--- src/rtl/regfile_pkg.sv ---
// Shared parameters for the integer register file and its scoreboard.
// Address-width helper and the hardwired-zero register index.
package regfile_pkg;

  localparam int XLEN_DEF  = 32;
  localparam int NREGS_DEF = 32;
  localparam int ZERO_REG  = 0;

  function automatic int addr_w(input int n);
    return $clog2(n);
  endfunction

endpackage

--- src/rtl/regfile_scoreboard.sv ---
// Pending-write busy bits with issue-set / writeback-clear and a sticky
// error flag for retires that find no outstanding producer.
module regfile_scoreboard
  import regfile_pkg::*;
#(
  parameter int NREGS = NREGS_DEF,
  parameter int NRD   = 2,
  parameter int NWR   = 2,
  parameter int AW    = addr_w(NREGS_DEF)
) (
  input  logic              clk,
  input  logic              reset,
  input  logic [NRD*AW-1:0] rd_addr,
  output logic [NRD-1:0]    rd_busy,
  input  logic [NWR-1:0]    wr_en,
  input  logic [NWR*AW-1:0] wr_addr,
  input  logic [NWR-1:0]    wr_clr,
  input  logic              iss_en,
  input  logic [AW-1:0]     iss_addr,
  output logic [NREGS-1:0]  busy_vec,
  output logic              sb_err
);

  logic [NREGS-1:0] busy;
  logic [NREGS-1:0] set_v;
  logic [NREGS-1:0] clr_v;
  logic [NREGS-1:0] busy_nxt;
  logic             err_hit;

  // Per-register set/clear requests for this cycle; register 0 never tracked
  always_comb begin
    set_v = '0;
    clr_v = '0;
    if (iss_en) set_v[iss_addr] = 1'b1;
    for (int j = 0; j < NWR; j++) begin
      if (wr_en[j] && wr_clr[j]) clr_v[wr_addr[j*AW +: AW]] = 1'b1;
    end
    set_v[ZERO_REG] = 1'b0;
    clr_v[ZERO_REG] = 1'b0;
  end

  // Retire with no outstanding producer and no same-cycle issue is an error
  always_comb begin
    err_hit = 1'b0;
    for (int j = 0; j < NWR; j++) begin
      if (wr_en[j] && wr_clr[j]
          && wr_addr[j*AW +: AW] != AW'(ZERO_REG)
          && !busy[wr_addr[j*AW +: AW]]
          && !set_v[wr_addr[j*AW +: AW]]) err_hit = 1'b1;
    end
  end

  // Set dominates clear: a new producer supersedes the retiring one
  always_comb begin
    busy_nxt = (busy & ~clr_v) | set_v;
    busy_nxt[ZERO_REG] = 1'b0;
  end

  // Busy bits and sticky error flag
  always_ff @(posedge clk or posedge reset) begin
    if (reset) begin
      busy   <= '0;
      sb_err <= 1'b0;
    end else begin
      busy   <= busy_nxt;
      sb_err <= sb_err | err_hit;
    end
  end

  // Hazard flags: a same-cycle retiring write bypasses the hazard
  always_comb begin
    rd_busy = '0;
    for (int i = 0; i < NRD; i++) begin
      rd_busy[i] = busy[rd_addr[i*AW +: AW]]
                 & ~clr_v[rd_addr[i*AW +: AW]];
    end
  end

  assign busy_vec = busy;

endmodule

--- src/rtl/regfile_mp_sb.sv ---
// Multi-port integer register file with write-first bypass, hardwired
// zero register and an integrated pending-write scoreboard.
module regfile_mp_sb
  import regfile_pkg::*;
#(
  parameter  int XLEN  = XLEN_DEF,
  parameter  int NREGS = NREGS_DEF,
  parameter  int NRD   = 2,
  parameter  int NWR   = 2,
  localparam int AW    = addr_w(NREGS)
) (
  input  logic                clk,
  input  logic                reset,
  input  logic [NRD*AW-1:0]   rd_addr,
  output logic [NRD*XLEN-1:0] rd_data,
  output logic [NRD-1:0]      rd_busy,
  input  logic [NWR-1:0]      wr_en,
  input  logic [NWR*AW-1:0]   wr_addr,
  input  logic [NWR*XLEN-1:0] wr_data,
  input  logic [NWR-1:0]      wr_clr,
  input  logic                iss_en,
  input  logic [AW-1:0]       iss_addr,
  output logic [NREGS-1:0]    busy_vec,
  output logic                sb_err
);

  logic [XLEN-1:0] mem [NREGS];
  logic [AW-1:0]   wa  [NWR];
  logic [XLEN-1:0] wd  [NWR];
  logic [NWR-1:0]  we;

  for (genvar j = 0; j < NWR; j++) begin : g_wr
    assign wa[j] = wr_addr[j*AW +: AW];
    assign wd[j] = wr_data[j*XLEN +: XLEN];
    assign we[j] = wr_en[j] && (wa[j] != AW'(ZERO_REG));
  end

  // Data array; later ports overwrite earlier ones on address collision
  always_ff @(posedge clk or posedge reset) begin
    if (reset) begin
      for (int r = 0; r < NREGS; r++) mem[r] <= '0;
    end else begin
      for (int j = 0; j < NWR; j++) begin
        if (we[j]) mem[wa[j]] <= wd[j];
      end
    end
  end

  for (genvar i = 0; i < NRD; i++) begin : g_rd
    logic [AW-1:0]   a;
    logic [XLEN-1:0] d;
    assign a = rd_addr[i*AW +: AW];

    // Write-first bypass, highest write port wins, zero register forced
    always_comb begin
      d = mem[a];
      for (int j = 0; j < NWR; j++) begin
        if (wr_en[j] && wa[j] == a) d = wd[j];
      end
      if (a == AW'(ZERO_REG)) d = '0;
    end

    assign rd_data[i*XLEN +: XLEN] = d;
  end

  regfile_scoreboard #(
    .NREGS (NREGS),
    .NRD   (NRD),
    .NWR   (NWR),
    .AW    (AW)
  ) u_sb (
    .clk      (clk),
    .reset    (reset),
    .rd_addr  (rd_addr),
    .rd_busy  (rd_busy),
    .wr_en    (wr_en),
    .wr_addr  (wr_addr),
    .wr_clr   (wr_clr),
    .iss_en   (iss_en),
    .iss_addr (iss_addr),
    .busy_vec (busy_vec),
    .sb_err   (sb_err)
  );

endmodule

--- config.mk ---
export PLATFORM = sky130hd
export DESIGN_NAME = regfile_mp_sb
export DESIGN_NICKNAME = d
export VERILOG_FILES = /design/src/rtl/regfile_pkg.sv /design/src/rtl/regfile_scoreboard.sv /design/src/rtl/regfile_mp_sb.sv
export SDC_FILE = /design/constraint.sdc
export NUM_CORES = 2
export LEC_CHECK = 0
export BUFFER_PORTS_ARGS = -buffer_cell sky130_fd_sc_hd__buf_2
export CORE_AREA = 2 2 396 359
export CTS_BUF_LIST = sky130_fd_sc_hd__clkbuf_16
export CTS_CLUSTER_DIAMETER = 40
export DETAILED_ROUTE_END_ITERATION = 10
export DIE_AREA = 0 0 398 361
export PLACE_DENSITY = 0.77
export REMOVE_ABC_BUFFERS = 1
export SETUP_SLACK_MARGIN = 0.15
export SYNTH_ARGS = -nofsm -noshare
export SYNTH_HDL_FRONTEND = slang
export SYNTH_HIERARCHICAL = 1
export SYNTH_SLANG_ARGS = --single-unit
--- constraint.sdc ---
create_clock -name clk -period 90.1 [get_ports clk]
set_input_delay 4.505 -clock clk [delete_from_list [all_inputs] [get_ports clk]]
set_output_delay 4.505 -clock clk [all_outputs]
set_load 0.02 [all_outputs]
==> reports/metrics.yaml <==
synthesis:
  synth_cells: 6599
  synth_top_family_by_area: "multiplexers"
  yosysTopAreaCell: "dfrtp_1"
  synth_xor_area_share_pct: 0.322
  yosys.area_share.simple_pct: 8.41
  yosysSeqAreaShare_pct: 38.8
  synth_common_cells: "1185 x mux2i_1, 1056 x dfrtp_1, 657 x a21oi_1, 623 x nor2_1, 537 x clkbuf_1"
  synthTopCellsByArea: "dfrtp_1 39%, mux2i_1 17%, mux4_2 14%"
  yosys.area_share.adder_pct: 0
  synthesis.area_mm2: 0.0681
  ys.flop_type: "dfrtp_1"
  synth_most_common_cell: "mux2i_1"
  synthDistinctLibCells: 84
  yosysWarnings: 6
  synth_mux_area_share_pct: 31.4
  avgSynthCellArea_um2: 10.3
  synth_compound_area_share_pct: 15.4
  async_reset_ff_share_pct: 100
  netlist.area_leader.share_pct: 38.8
  synth.ff_latch_count: 1056
  synth_enable_flop_cells: 0
placed_design:
  gp_congestion: 0.920
  pre_cts_slack_ns: 76.27
  dp_cells: 7922
  postPlaceCellArea_mm2: 0.0690
  io_buffers: 193
  hpwl_mm: 140
worst_setup_path:
  cp.arrival_ns: 9.30
  cpPeakStageDelay_ns: 0.88
  critPathLaunchType: "primary input"
  crit_path_top_delay_cell: "buf_4"
  worstPathMaxFanout: 59
  end_kind: "output port"
  cpMostUsedCell: "buf_4"
  worst-path-buf-inv: 5
  cp.required_ns: 85.60
  critical_path_class: "in2out"
  path_cells: "buf_8 -> buf_4 -> buf_4 -> buf_4 -> mux4_2 -> a22o_1 -> a211oi_1 -> a21oi_1 -> a221o_1 -> buf_2"
  critPathTopFamily: "buffers and inverters"
die:
  initial_utilization_pct: 48.9
  pin_count: 195
  die_w_um: 398
  die_y_um: 361
  design.core.area_mm2: 0.139
  dieArea_mm2: 0.144
  rows: 130
sta:
  fin_crit_ns: 13.81
  max_slew_margin_pct: 6.04
  worst_pin_slew_ns: 1.41
  setup_viol: 0
  fin_crit_sh_pct: 15.3
  report.final.slew_viol_count: 0
  fin_setup_tns_ns: 0
  rsz0062_at_grt: "no"
  fin_ws_ns: 76.29
  hold_viol: 0
  clock_skew_ns: 0.00401
  max_freq_mhz: 72.4
clock_tree:
  cts_made_buffers: 150
  clk_latency_ns: 0.79
  ctsResizeCount: 0
  clk_pin_slew_ns: 0.06
  post_cts_buffers: 0
  clock-root-buffer: "clkbuf_16"
  cts_tree: "done"
  clockBufferDepth: 3
  htreeDepth: 4
  clkSinkCount: 1056
  hold_buffers: 0
cells_and_area:
  fin_area_mm2: 0.0742
  filler_cell_count: 11600
  regArea_mm2: 0.0264
  fin_cells: 8211
  multi_input_area_mm2: 0.0383
  final_layout_size_suffix_gt1_share_pct: 16.8
  area_growth_syn_to_layout_pct: 9.01
  finalNetCount: 6322
global_route:
  grt_pass1_wl_mm: 382
  grt_start_max_net_pins: 149
  grt-ovfl-total: 0
  grt_usage_pct: 35.6
  grt_pass1_vias: 57500
  antenna_found_initial: 14
route:
  routed_wl_mm: 260
  drcViolationCount: 0
  routed-via-count: 59000
  final_antenna_net_count: 0
  wl_per_cell_um: 31.7
  drt_iter0_markers: 9728
  routed_via_density: 7.18
  drtPass1Iterations: 10
power:
  p_leak_nw: 32.6
  pwr_density_cell_mw_per_mm2: 23.3
  peakVddDrop_v: 0.0000237
hold_path:
  hp-class: "reg2reg"
outcome:
  outcome: "finished, final reports clean"
flow_run:
  max-cap-violations: 0
-- cells by family (layout without fill, tap and decap cells) --
logic type                count (synthesis)  in the layout
and+or+nand+nor                        1335           1335
DFF                                    1056           1056
AOI/OAI and AO/OA                      1708           1708
xor gates and xnor gates                 25             25
buffers and inverters                   864            616
muxes                                  1610           1610
other                                     1             13
-- worst reg2reg max path, stage by stage, from the launching register on --
cell	delay, ns
dfrtp_1	0.45
mux4_1	0.59
a32oi_1	0.21
nand4_1	0.17
nor4_1	0.32
nand4_1	0.14
o211ai_1	0.11
-- metrics by stage --
step                utilization [%]  hold slack, ns  power, mW
floorplan                         -           0.365      0.963
global placement               49.6           0.377       1.08
detailed placement             49.6           0.385       1.10
CTS                            53.3           0.396       1.71
global route                   53.3           0.408       1.79
finish                         53.3           0.395       1.73
-- power breakdown --
group,switching [mW],leakage (nW),internal [mW]
sequential,0.106,12.9,0.598
combinational,0.202,17.1,0.207
clock,0.240,2.57,0.372
total,0.548,32.6,1.18
-- state kept, by name, summed over array words and instances (netlist names) --
| name | cells |
|---|---|
| u_sb/sb_err | 1 |
| mem | 1024 |
| u_sb/busy_vec | 31 |
-- layer usage --
metal	wire, um	part of all wire [%]	vias to the layer above	global-route usage, %
li1	-	-	23800	-
met1	90100	35	28700	45.0
met2	108000	41	5183	49.9
met3	42400	16	1314	14.8
met4	19700	7.6	12	23.1
met5	188	0.072	-	0.404
-- cell type report --
class / count / share of cell area [%]
antenna: 12 / 0.0405
multi-input combinational: 4679 / 51.6
tap: 1848 / 3.12
inverter: 29 / 0.157
clock inverter: 122 / 1.68
timing repair buffer: 310 / 2.58
clock buffer: 155 / 5.23
sequential: 1056 / 35.6
-- worst paths after layout --
path,startpoint,end,slack (ns),cells past startpoint
worst max-delay path,rd_addr[5],rd_data[42],76.29,10
worst min-delay path,mem[999],mem[999],0.40,0
worst max register to register,u_sb/busy_vec[21],u_sb/sb_err,88.04,6
worst min register to register,mem[999],mem[999],0.40,0
max in group asynchronous,reset,mem[435],83.09,5
min in group asynchronous,reset,mem[574],3.79,2
-- cell usage in the layout (no fill, tap or decap), types with 13 or more instances in the layout --
cell type / n
dfrtp_1: 1056
buf_2: 187
nand2b_1: 13
nor2b_1: 13
clkinv_1: 16
xnor2_1: 17
o21ai_0: 440
a221o_1: 64
nand4_1: 14
a211oi_1: 132
nor2_4: 22
bufinv_16: 20
mux2i_1: 1185
clkbuf_16: 155
a22o_1: 73
buf_4: 117
nand2_1: 457
mux4_2: 410
o22ai_1: 81
a22oi_1: 72
nand2_2: 13
clkinv_2: 24
nor2_1: 599
a21oi_1: 656
o221ai_1: 65
a32oi_1: 79
nand3_1: 13
inv_1: 47
and3_1: 70
nand2_4: 15
inv_6: 19
No activity file was read; power rests on OpenSTA's default activity.
